**src/rtl/cpu_run_ctrl_pkg.sv**
```systemverilog
`default_nettype none
// +----------------------------------------------------------------------+
// | Module   : cpu_run_ctrl_pkg                                          |
// | Purpose  : Shared encodings for the CPU execution sequencer. The     |
// |            run-state encoding is also consumed by the display mux so |
// |            it can show the current mode.                             |
// | Ports    : none (package)                                            |
// | Revision : 1.0  initial release                                      |
// +----------------------------------------------------------------------+
package cpu_run_ctrl_pkg;

  typedef enum logic [1:0] {
    ST_HALT  = 2'b00,
    ST_RUN   = 2'b01,
    ST_STEP  = 2'b10,
    ST_BREAK = 2'b11
  } run_state_t;

  localparam int ADDR_W     = 32;
  localparam int STEP_CNT_W = 16;

endpackage
`default_nettype wire

```
**src/rtl/cpu_run_ctrl_if.sv**
```systemverilog
`default_nettype none
// +----------------------------------------------------------------------+
// | Module   : cpu_run_ctrl_if                                           |
// | Purpose  : Board-side and core-side signals of the execution         |
// |            sequencer bundled into one interface.                     |
// | Ports    : master -> drives run_sw, step_btn, bp_en, bp_addr, pc     |
// |            slave  -> drives cpu_ce, state, halted, step_count        |
// | Revision : 1.0  initial release                                      |
// +----------------------------------------------------------------------+
interface cpu_run_ctrl_if;
  import cpu_run_ctrl_pkg::*;

  logic                  run_sw;
  logic                  step_btn;
  logic                  bp_en;
  logic [ADDR_W-1:0]     bp_addr;
  logic [ADDR_W-1:0]     pc;
  logic                  cpu_ce;
  run_state_t            state;
  logic                  halted;
  logic [STEP_CNT_W-1:0] step_count;

  modport master (
    output run_sw, step_btn, bp_en, bp_addr, pc,
    input  cpu_ce, state, halted, step_count
  );

  modport slave (
    input  run_sw, step_btn, bp_en, bp_addr, pc,
    output cpu_ce, state, halted, step_count
  );

endinterface
`default_nettype wire

```
**src/rtl/cpu_run_ctrl_btn_debounce.sv**
```systemverilog
`default_nettype none
// +----------------------------------------------------------------------+
// | Module   : btn_debounce                                              |
// | Purpose  : Two-flop synchronizer, debounce counter and rising-edge   |
// |            pulse for a raw bouncing push button. Reusable for any    |
// |            board button.                                             |
// | Ports    : clock   in  board clock                                   |
// |            reset   in  async active-high reset                       |
// |            btn_raw in  raw asynchronous button                       |
// |            press   out one-clock pulse on accepted 0->1 transition   |
// | Revision : 1.0  initial release                                      |
// +----------------------------------------------------------------------+
module btn_debounce #(
  parameter int DEB_W = 20
) (
  input  logic clock,
  input  logic reset,
  input  logic btn_raw,
  output logic press
);

  localparam logic [DEB_W-1:0] C_CNT_MAX = '1;

  logic             r_sync0;
  logic             r_sync1;
  logic             r_level;
  logic             r_level_d;
  logic [DEB_W-1:0] r_cnt;

  always_ff @(posedge clock or posedge reset) begin
    if (reset) begin
      r_sync0   <= 1'b0;
      r_sync1   <= 1'b0;
      r_level   <= 1'b0;
      r_level_d <= 1'b0;
      r_cnt     <= '0;
    end else begin
      r_sync0   <= btn_raw;
      r_sync1   <= r_sync0;
      r_level_d <= r_level;
      // Any sample agreeing with the accepted level restarts the count, so
      // only an unbroken run of disagreeing samples can flip the level.
      if (r_sync1 == r_level) begin
        r_cnt <= '0;
      end else if (r_cnt == C_CNT_MAX) begin
        r_level <= r_sync1;
        r_cnt   <= '0;
      end else begin
        r_cnt <= r_cnt + DEB_W'(1);
      end
    end
  end

  assign press = r_level & ~r_level_d;

endmodule
`default_nettype wire

```
**src/rtl/cpu_run_ctrl.sv**
```systemverilog
`default_nettype none
// +----------------------------------------------------------------------+
// | Module   : cpu_run_ctrl                                              |
// | Purpose  : Execution sequencer for the single-cycle MIPS core. Turns |
// |            run switch, step button and breakpoint settings into a    |
// |            one-cycle clock enable: free-run at a divided rate,       |
// |            single-step, and PC breakpoint.                           |
// | Ports    : clock  in  board clock                                    |
// |            reset  in  async active-high reset                        |
// |            bus    slave modport of cpu_run_ctrl_if                   |
// |              run_sw, step_btn, bp_en, bp_addr, pc  (in)              |
// |              cpu_ce, state, halted, step_count     (out)             |
// | Revision : 1.0  initial release                                      |
// +----------------------------------------------------------------------+
module cpu_run_ctrl
  import cpu_run_ctrl_pkg::*;
#(
  parameter int DEB_W     = 20,
  parameter int RUN_DIV_W = 26
) (
  input  logic           clock,
  input  logic           reset,
  cpu_run_ctrl_if.slave  bus
);

  logic                  w_step_press;
  run_state_t            r_state;
  run_state_t            w_state_nxt;
  logic [RUN_DIV_W-1:0]  r_div;
  logic [RUN_DIV_W-1:0]  w_div_nxt;
  logic                  r_cpu_ce;
  logic                  w_ce_nxt;
  logic                  r_halted;
  logic [STEP_CNT_W-1:0] r_step_count;
  logic                  w_div_last;
  logic                  w_bp_hit;

  btn_debounce #(
    .DEB_W (DEB_W)
  ) u_step_deb (
    .clock   (clock),
    .reset   (reset),
    .btn_raw (bus.step_btn),
    .press   (w_step_press)
  );

  assign w_div_last = &r_div;
  // pc is the next instruction, so a hit stops before it executes.
  assign w_bp_hit   = bus.bp_en && (bus.pc == bus.bp_addr);

  always_comb begin
    w_state_nxt = r_state;
    w_ce_nxt    = 1'b0;
    w_div_nxt   = r_div;
    case (r_state)
      ST_HALT: begin
        // run_sw wins; a coincident step press is dropped.
        if (bus.run_sw) begin
          w_state_nxt = ST_RUN;
          w_div_nxt   = '0;
        end else if (w_step_press) begin
          w_state_nxt = ST_STEP;
          w_ce_nxt    = 1'b1;
        end
      end
      ST_STEP: begin
        w_state_nxt = ST_HALT;
      end
      ST_RUN: begin
        w_div_nxt = r_div + RUN_DIV_W'(1);
        if (!bus.run_sw) begin
          w_state_nxt = ST_HALT;
        end else if (w_div_last) begin
          if (w_bp_hit) begin
            w_state_nxt = ST_BREAK;
          end else begin
            w_ce_nxt = 1'b1;
          end
        end
      end
      ST_BREAK: begin
        if (!bus.run_sw) begin
          w_state_nxt = ST_HALT;
        end else if (w_step_press) begin
          w_state_nxt = ST_STEP;
          w_ce_nxt    = 1'b1;
        end
      end
      default: begin
        w_state_nxt = ST_HALT;
      end
    endcase
  end

  always_ff @(posedge clock or posedge reset) begin
    if (reset) begin
      r_state      <= ST_HALT;
      r_div        <= '0;
      r_cpu_ce     <= 1'b0;
      r_halted     <= 1'b1;
      r_step_count <= '0;
    end else begin
      r_state  <= w_state_nxt;
      r_div    <= w_div_nxt;
      r_cpu_ce <= w_ce_nxt;
      r_halted <= (w_state_nxt != ST_RUN);
      if (w_ce_nxt) begin
        r_step_count <= r_step_count + STEP_CNT_W'(1);
      end
    end
  end

  assign bus.cpu_ce     = r_cpu_ce;
  assign bus.state      = r_state;
  assign bus.halted     = r_halted;
  assign bus.step_count = r_step_count;

endmodule
`default_nettype wire

```
**src/flat_wrapper.sv**
```systemverilog
// flat-port wrapper written by rule: the top's interface ports become plain ports
module cpu_run_ctrl_flat import cpu_run_ctrl_pkg::*;
#(
  parameter int DEB_W     = 20,
  parameter int RUN_DIV_W = 26
)
  (clock, reset, bus_run_sw, bus_step_btn, bus_bp_en, bus_bp_addr, bus_pc, bus_cpu_ce, bus_state, bus_halted, bus_step_count);
  cpu_run_ctrl_if bus_i ();
  input  logic clock;
  input  logic reset;
  input wire logic [$bits(bus_i.run_sw)-1:0] bus_run_sw;
  input wire logic [$bits(bus_i.step_btn)-1:0] bus_step_btn;
  input wire logic [$bits(bus_i.bp_en)-1:0] bus_bp_en;
  input wire logic [$bits(bus_i.bp_addr)-1:0] bus_bp_addr;
  input wire logic [$bits(bus_i.pc)-1:0] bus_pc;
  output wire logic [$bits(bus_i.cpu_ce)-1:0] bus_cpu_ce;
  output wire logic [$bits(bus_i.state)-1:0] bus_state;
  output wire logic [$bits(bus_i.halted)-1:0] bus_halted;
  output wire logic [$bits(bus_i.step_count)-1:0] bus_step_count;
  assign bus_i.run_sw = bus_run_sw;
  assign bus_i.step_btn = bus_step_btn;
  assign bus_i.bp_en = bus_bp_en;
  assign bus_i.bp_addr = bus_bp_addr;
  assign bus_i.pc = bus_pc;
  assign bus_cpu_ce = bus_i.cpu_ce;
  assign bus_state = bus_i.state;
  assign bus_halted = bus_i.halted;
  assign bus_step_count = bus_i.step_count;
  cpu_run_ctrl #(.DEB_W(DEB_W), .RUN_DIV_W(RUN_DIV_W)) u_core (.clock(clock), .reset(reset), .bus(bus_i));
endmodule
```
**config.mk**
```make
export PLATFORM = sky130hd
export DESIGN_NAME = cpu_run_ctrl_flat
export DESIGN_NICKNAME = d
export VERILOG_FILES = /design/src/rtl/cpu_run_ctrl_pkg.sv /design/src/rtl/cpu_run_ctrl_if.sv /design/src/rtl/cpu_run_ctrl_btn_debounce.sv /design/src/rtl/cpu_run_ctrl.sv /design/src/flat_wrapper.sv
export SDC_FILE = /design/constraint.sdc
export NUM_CORES = 1
export LEC_CHECK = 0
export BUFFER_PORTS_ARGS = -buffer_cell sky130_fd_sc_hd__buf_2
export CAP_MARGIN = 15
export CORE_MARGIN = 5
export CORE_UTILIZATION = 54
export DETAILED_ROUTE_END_ITERATION = 8
export GPL_ROUTABILITY_DRIVEN = 0
export PLACE_DENSITY = 0.89
export SETUP_SLACK_MARGIN = 0.2
export SLEW_MARGIN = 20
export SYNTH_ARGS = -nofsm -noshare
export SYNTH_HDL_FRONTEND = slang
export SYNTH_SLANG_ARGS = --single-unit
```
**constraint.sdc**
```tcl
create_clock -name clock -period 2.9 [get_ports clock]
set_input_delay 0.58 -clock clock [delete_from_list [all_inputs] [get_ports clock]]
set_output_delay 0.58 -clock clock [all_outputs]
set_load 0.02 [all_outputs]
```
==> flow_metrics.py <==
metrics = {
    "run_status": {
        "status": "complete, no violations",
    },
    "logic_synthesis": {
        "synth_area_leaders": "dfrtp_1 46%, xor2_1 11%, xnor2_1 4.0%, nand4_1 3.7%, nand3_1 3.5%",
        "synth_nets": 444,
        "async_flop_share_pct": 100.0,
        "synth_edf_count": 0,
        "synth.distinct_cells": 48,
        "ys_ff_latch": 70,
        "syn_area_um2": 3759,
        "ys_seq_area_share_pct": 46.64,
        "yosysTopAreaCell": "dfrtp_1",
        "avgSynthCellArea_um2": 10.10,
        "ys_warn_count": 0,
        "ys_top_cells_by_count": "69 x dfrtp_1, 49 x xor2_1, 32 x nor2_1, 31 x nand2_1, 26 x nand3_1",
        "yosysTopAreaCellShare_pct": 45.94,
        "synth_top_flop_cell": "dfrtp_1",
        "synthCells": 372,
        "yosysMostFrequentCell": "dfrtp_1",
    },
    "worst_setup_path": {
        "ff2ff_setup_slack_ns": 0.59,
        "worst_r2r_endpoint": "u_core.bus.step_count[1]",
        "r2r_cells": 7,
        "cp.arrival_ns": 2.65,
        "start_kind": "primary input",
        "cp_max_fo": 7,
        "cpMaxStageDelayCell": "or4_1",
        "worst_setup_path_end_kind": "flip-flop",
        "path_buf_inv": 1,
        "worst_path_largest_cell_delay_ns": 0.70,
        "path_cells": "buf_2, xor2_1, nor4_1, nand2_1, or4_1, nand2_2, mux2_1",
        "reg2reg_from": "u_core.r_div[0]",
        "crit_required_ns": 3.13,
        "cpLargestDelayFamily": "simple AND/OR/NAND/NOR gates",
        "path_class": "primary input to flip-flop",
    },
    "die": {
        "initial_core_util_pct": 55.32,
        "die_y_um": 93.43,
        "dieArea_um2": 8729,
        "ios": 89,
        "die_w_um": 93.43,
        "row_count": 30,
        "core_um2": 6794,
    },
    "cts": {
        "cts_resized": 0,
        "cts_tree": "done",
        "clk_latency_ns": 0.35,
        "hold_buffers": 0,
        "cts-buffers-inserted": 9,
        "cts_setup_buffers": 0,
        "root_buffer": "clkbuf_8",
        "h-tree-depth": 3,
        "clk_pin_slew_worst_paths_ns": 0.08,
        "cts.sinks": 70,
        "clockBufferDepth": 2,
    },
    "detailed_routing": {
        "firstDrtPassIters": 4,
        "ant_nets": 0,
        "dr_total_vias": 3285,
        "drt_iter0_drc": 264,
        "drc": 0,
        "avgViaCountPerCell": 5.773,
        "routed_wirelength_um": 9435,
        "wl_per_cell_um": 16.58,
    },
    "global_routing": {
        "grt_max_degree": 71,
        "gr-total-overflow": 0,
        "grt_pass1_vias": 3393,
        "grt_use_total_pct": 23.32,
        "grt_antenna_before_repair": 0,
        "grt_pass1_wl_um": 16020,
    },
    "sta": {
        "rsz0062_at_grt": "false",
        "hold_viol_final": 0,
        "fmax_ghz": 0.4135,
        "slew_headroom_pct": 50.74,
        "final_max_slew_viol_count": 0,
        "worst_slack_ns": 0.4819,
        "setup_viol": 0,
        "fin_setup_tns_ns": 0,
        "period_share_pct": 83.38,
        "worst_slew_pin_slew_ns": 0.7373,
        "finalClockSkew_ns": 0.01423,
        "period_minus_slack_ns": 2.418,
    },
    "run": {
        "drv_cap": 0,
    },
    "placed_design": {
        "dp_hpwl_um": 6709,
        "port_buffers": 88,
        "dp_slack_ns": 0.2084,
    },
    "finish": {
        "antennaDiodeCount": 0,
        "nets": 541,
        "syn2layout_area_growth_pct": 21.57,
        "drive_gt1_share_pct": 26.85,
    },
    "power": {
        "power_mw": 2.150,
        "p_per_area_nw_per_um2": 470.5,
        "ir_drop_uv": 293.3,
        "leakage_nw": 2.135,
    },
    "min_path": {
        "hp-class": "primary input to async pin",
    },
}
[registers in the layout, summed over array words and instances, names as in the netlist]
name	count
u_core.bus.cpu_ce	1
u_core.bus.halted	1
u_core.bus.state	2
u_core.bus.step_count	16
u_core.r_div	26
u_core.u_step_deb.r_cnt	20
u_core.u_step_deb.r_level	1
u_core.u_step_deb.r_level_d	1
u_core.u_step_deb.r_sync0	1
u_core.u_step_deb.r_sync1	1
[worst max path at each step]
stage                         startpoint                        to  slack [ns]  cells past startpoint
after floorplan                    reset         u_core.bus.cpu_ce        0.55                      1
after global placement    bus_bp_addr[3]  u_core.bus.step_count[1]        0.32                      7
after detailed placement  bus_bp_addr[5]  u_core.bus.step_count[1]        0.21                      7
after CTS                 bus_bp_addr[5]  u_core.bus.step_count[1]        0.54                      7
after global routing      bus_bp_addr[5]  u_core.bus.step_count[1]        0.38                      7
final                     bus_bp_addr[5]  u_core.bus.step_count[1]        0.48                      7
[cell type report]
| class | instances | area (um^2) |
|---|---|---|
| Tap cell | 96 | 120.1 |
| Inverter | 8 | 30.03 |
| Multi-Input combinational cell | 287 | 1941 |
| Sequential cell | 70 | 1753 |
| Clock inverter | 6 | 111.4 |
| Fill cell | 511 | 2225 |
| Clock buffer | 9 | 123.9 |
| Timing Repair Buffer | 93 | 490.5 |
[report_power, final]
part	switching, mW	internal, mW	total [mW]
clock	0.375	0.566	0.941
combinational	0.108	0.0827	0.191
sequential	0.0216	0.996	1.02
total	0.505	1.65	2.15
[metal layers]
layer  vias up  wire, um  global-route usage [%]
met5         -         0                       0
met4         0       272                   8.547
met3        31       496                   6.436
met2       119      4894                   39.25
met1      1600      3771                   28.54
li1       1535         -                       -
[stage by stage]
step / util, % / hold WS [ns] / cell area, um^2 / instances
floorplan: - / 0.3312 / 3759 / 372
global placement: 63.79 / 0.3352 / 4334 / 554
detailed placement: 63.79 / 0.3355 / 4334 / 554
CTS: 67.26 / 0.3024 / 4569 / 569
global route: 67.26 / 0.3157 / 4569 / 569
finish: 67.26 / 0.2934 / 4569 / 569
[cell families after synthesis]
family	count (synthesis)	share of synthesized area, %
compound gates	42	8.156
xor+xnor	66	15.38
fa+ha+maj	3	0.9988
buf+inv	15	1.731
flops	70	46.64
mux	9	2.563
simple gates	167	24.53
[worst min-delay path, cell delays in order]
cell and delay (ns):
buf_2 0.10, inv_2 0.06, buf_12 0.31
[cell usage in the layout, fill, tap and decap left out, types with 3 or more instances in the layout]
master,netlist,routed
mux2_2,4,4
and3_1,9,9
inv_1,8,7
nor4_1,17,17
nand4_1,22,22
xnor2_1,17,17
ha_1,3,3
o31ai_1,8,8
nor2_1,32,32
clkbuf_8,0,9
o211ai_1,9,9
nand3_1,26,26
nor3_1,5,5
dfrtp_1,69,69
a22o_1,6,6
mux2i_1,4,4
nand2_1,31,31
and4_1,4,4
bufinv_16,0,3
buf_2,1,88
nand2b_1,3,3
xor2_1,49,49
o21ai_0,9,9
buf_4,0,4
Power figures use the tool's default switching activity.
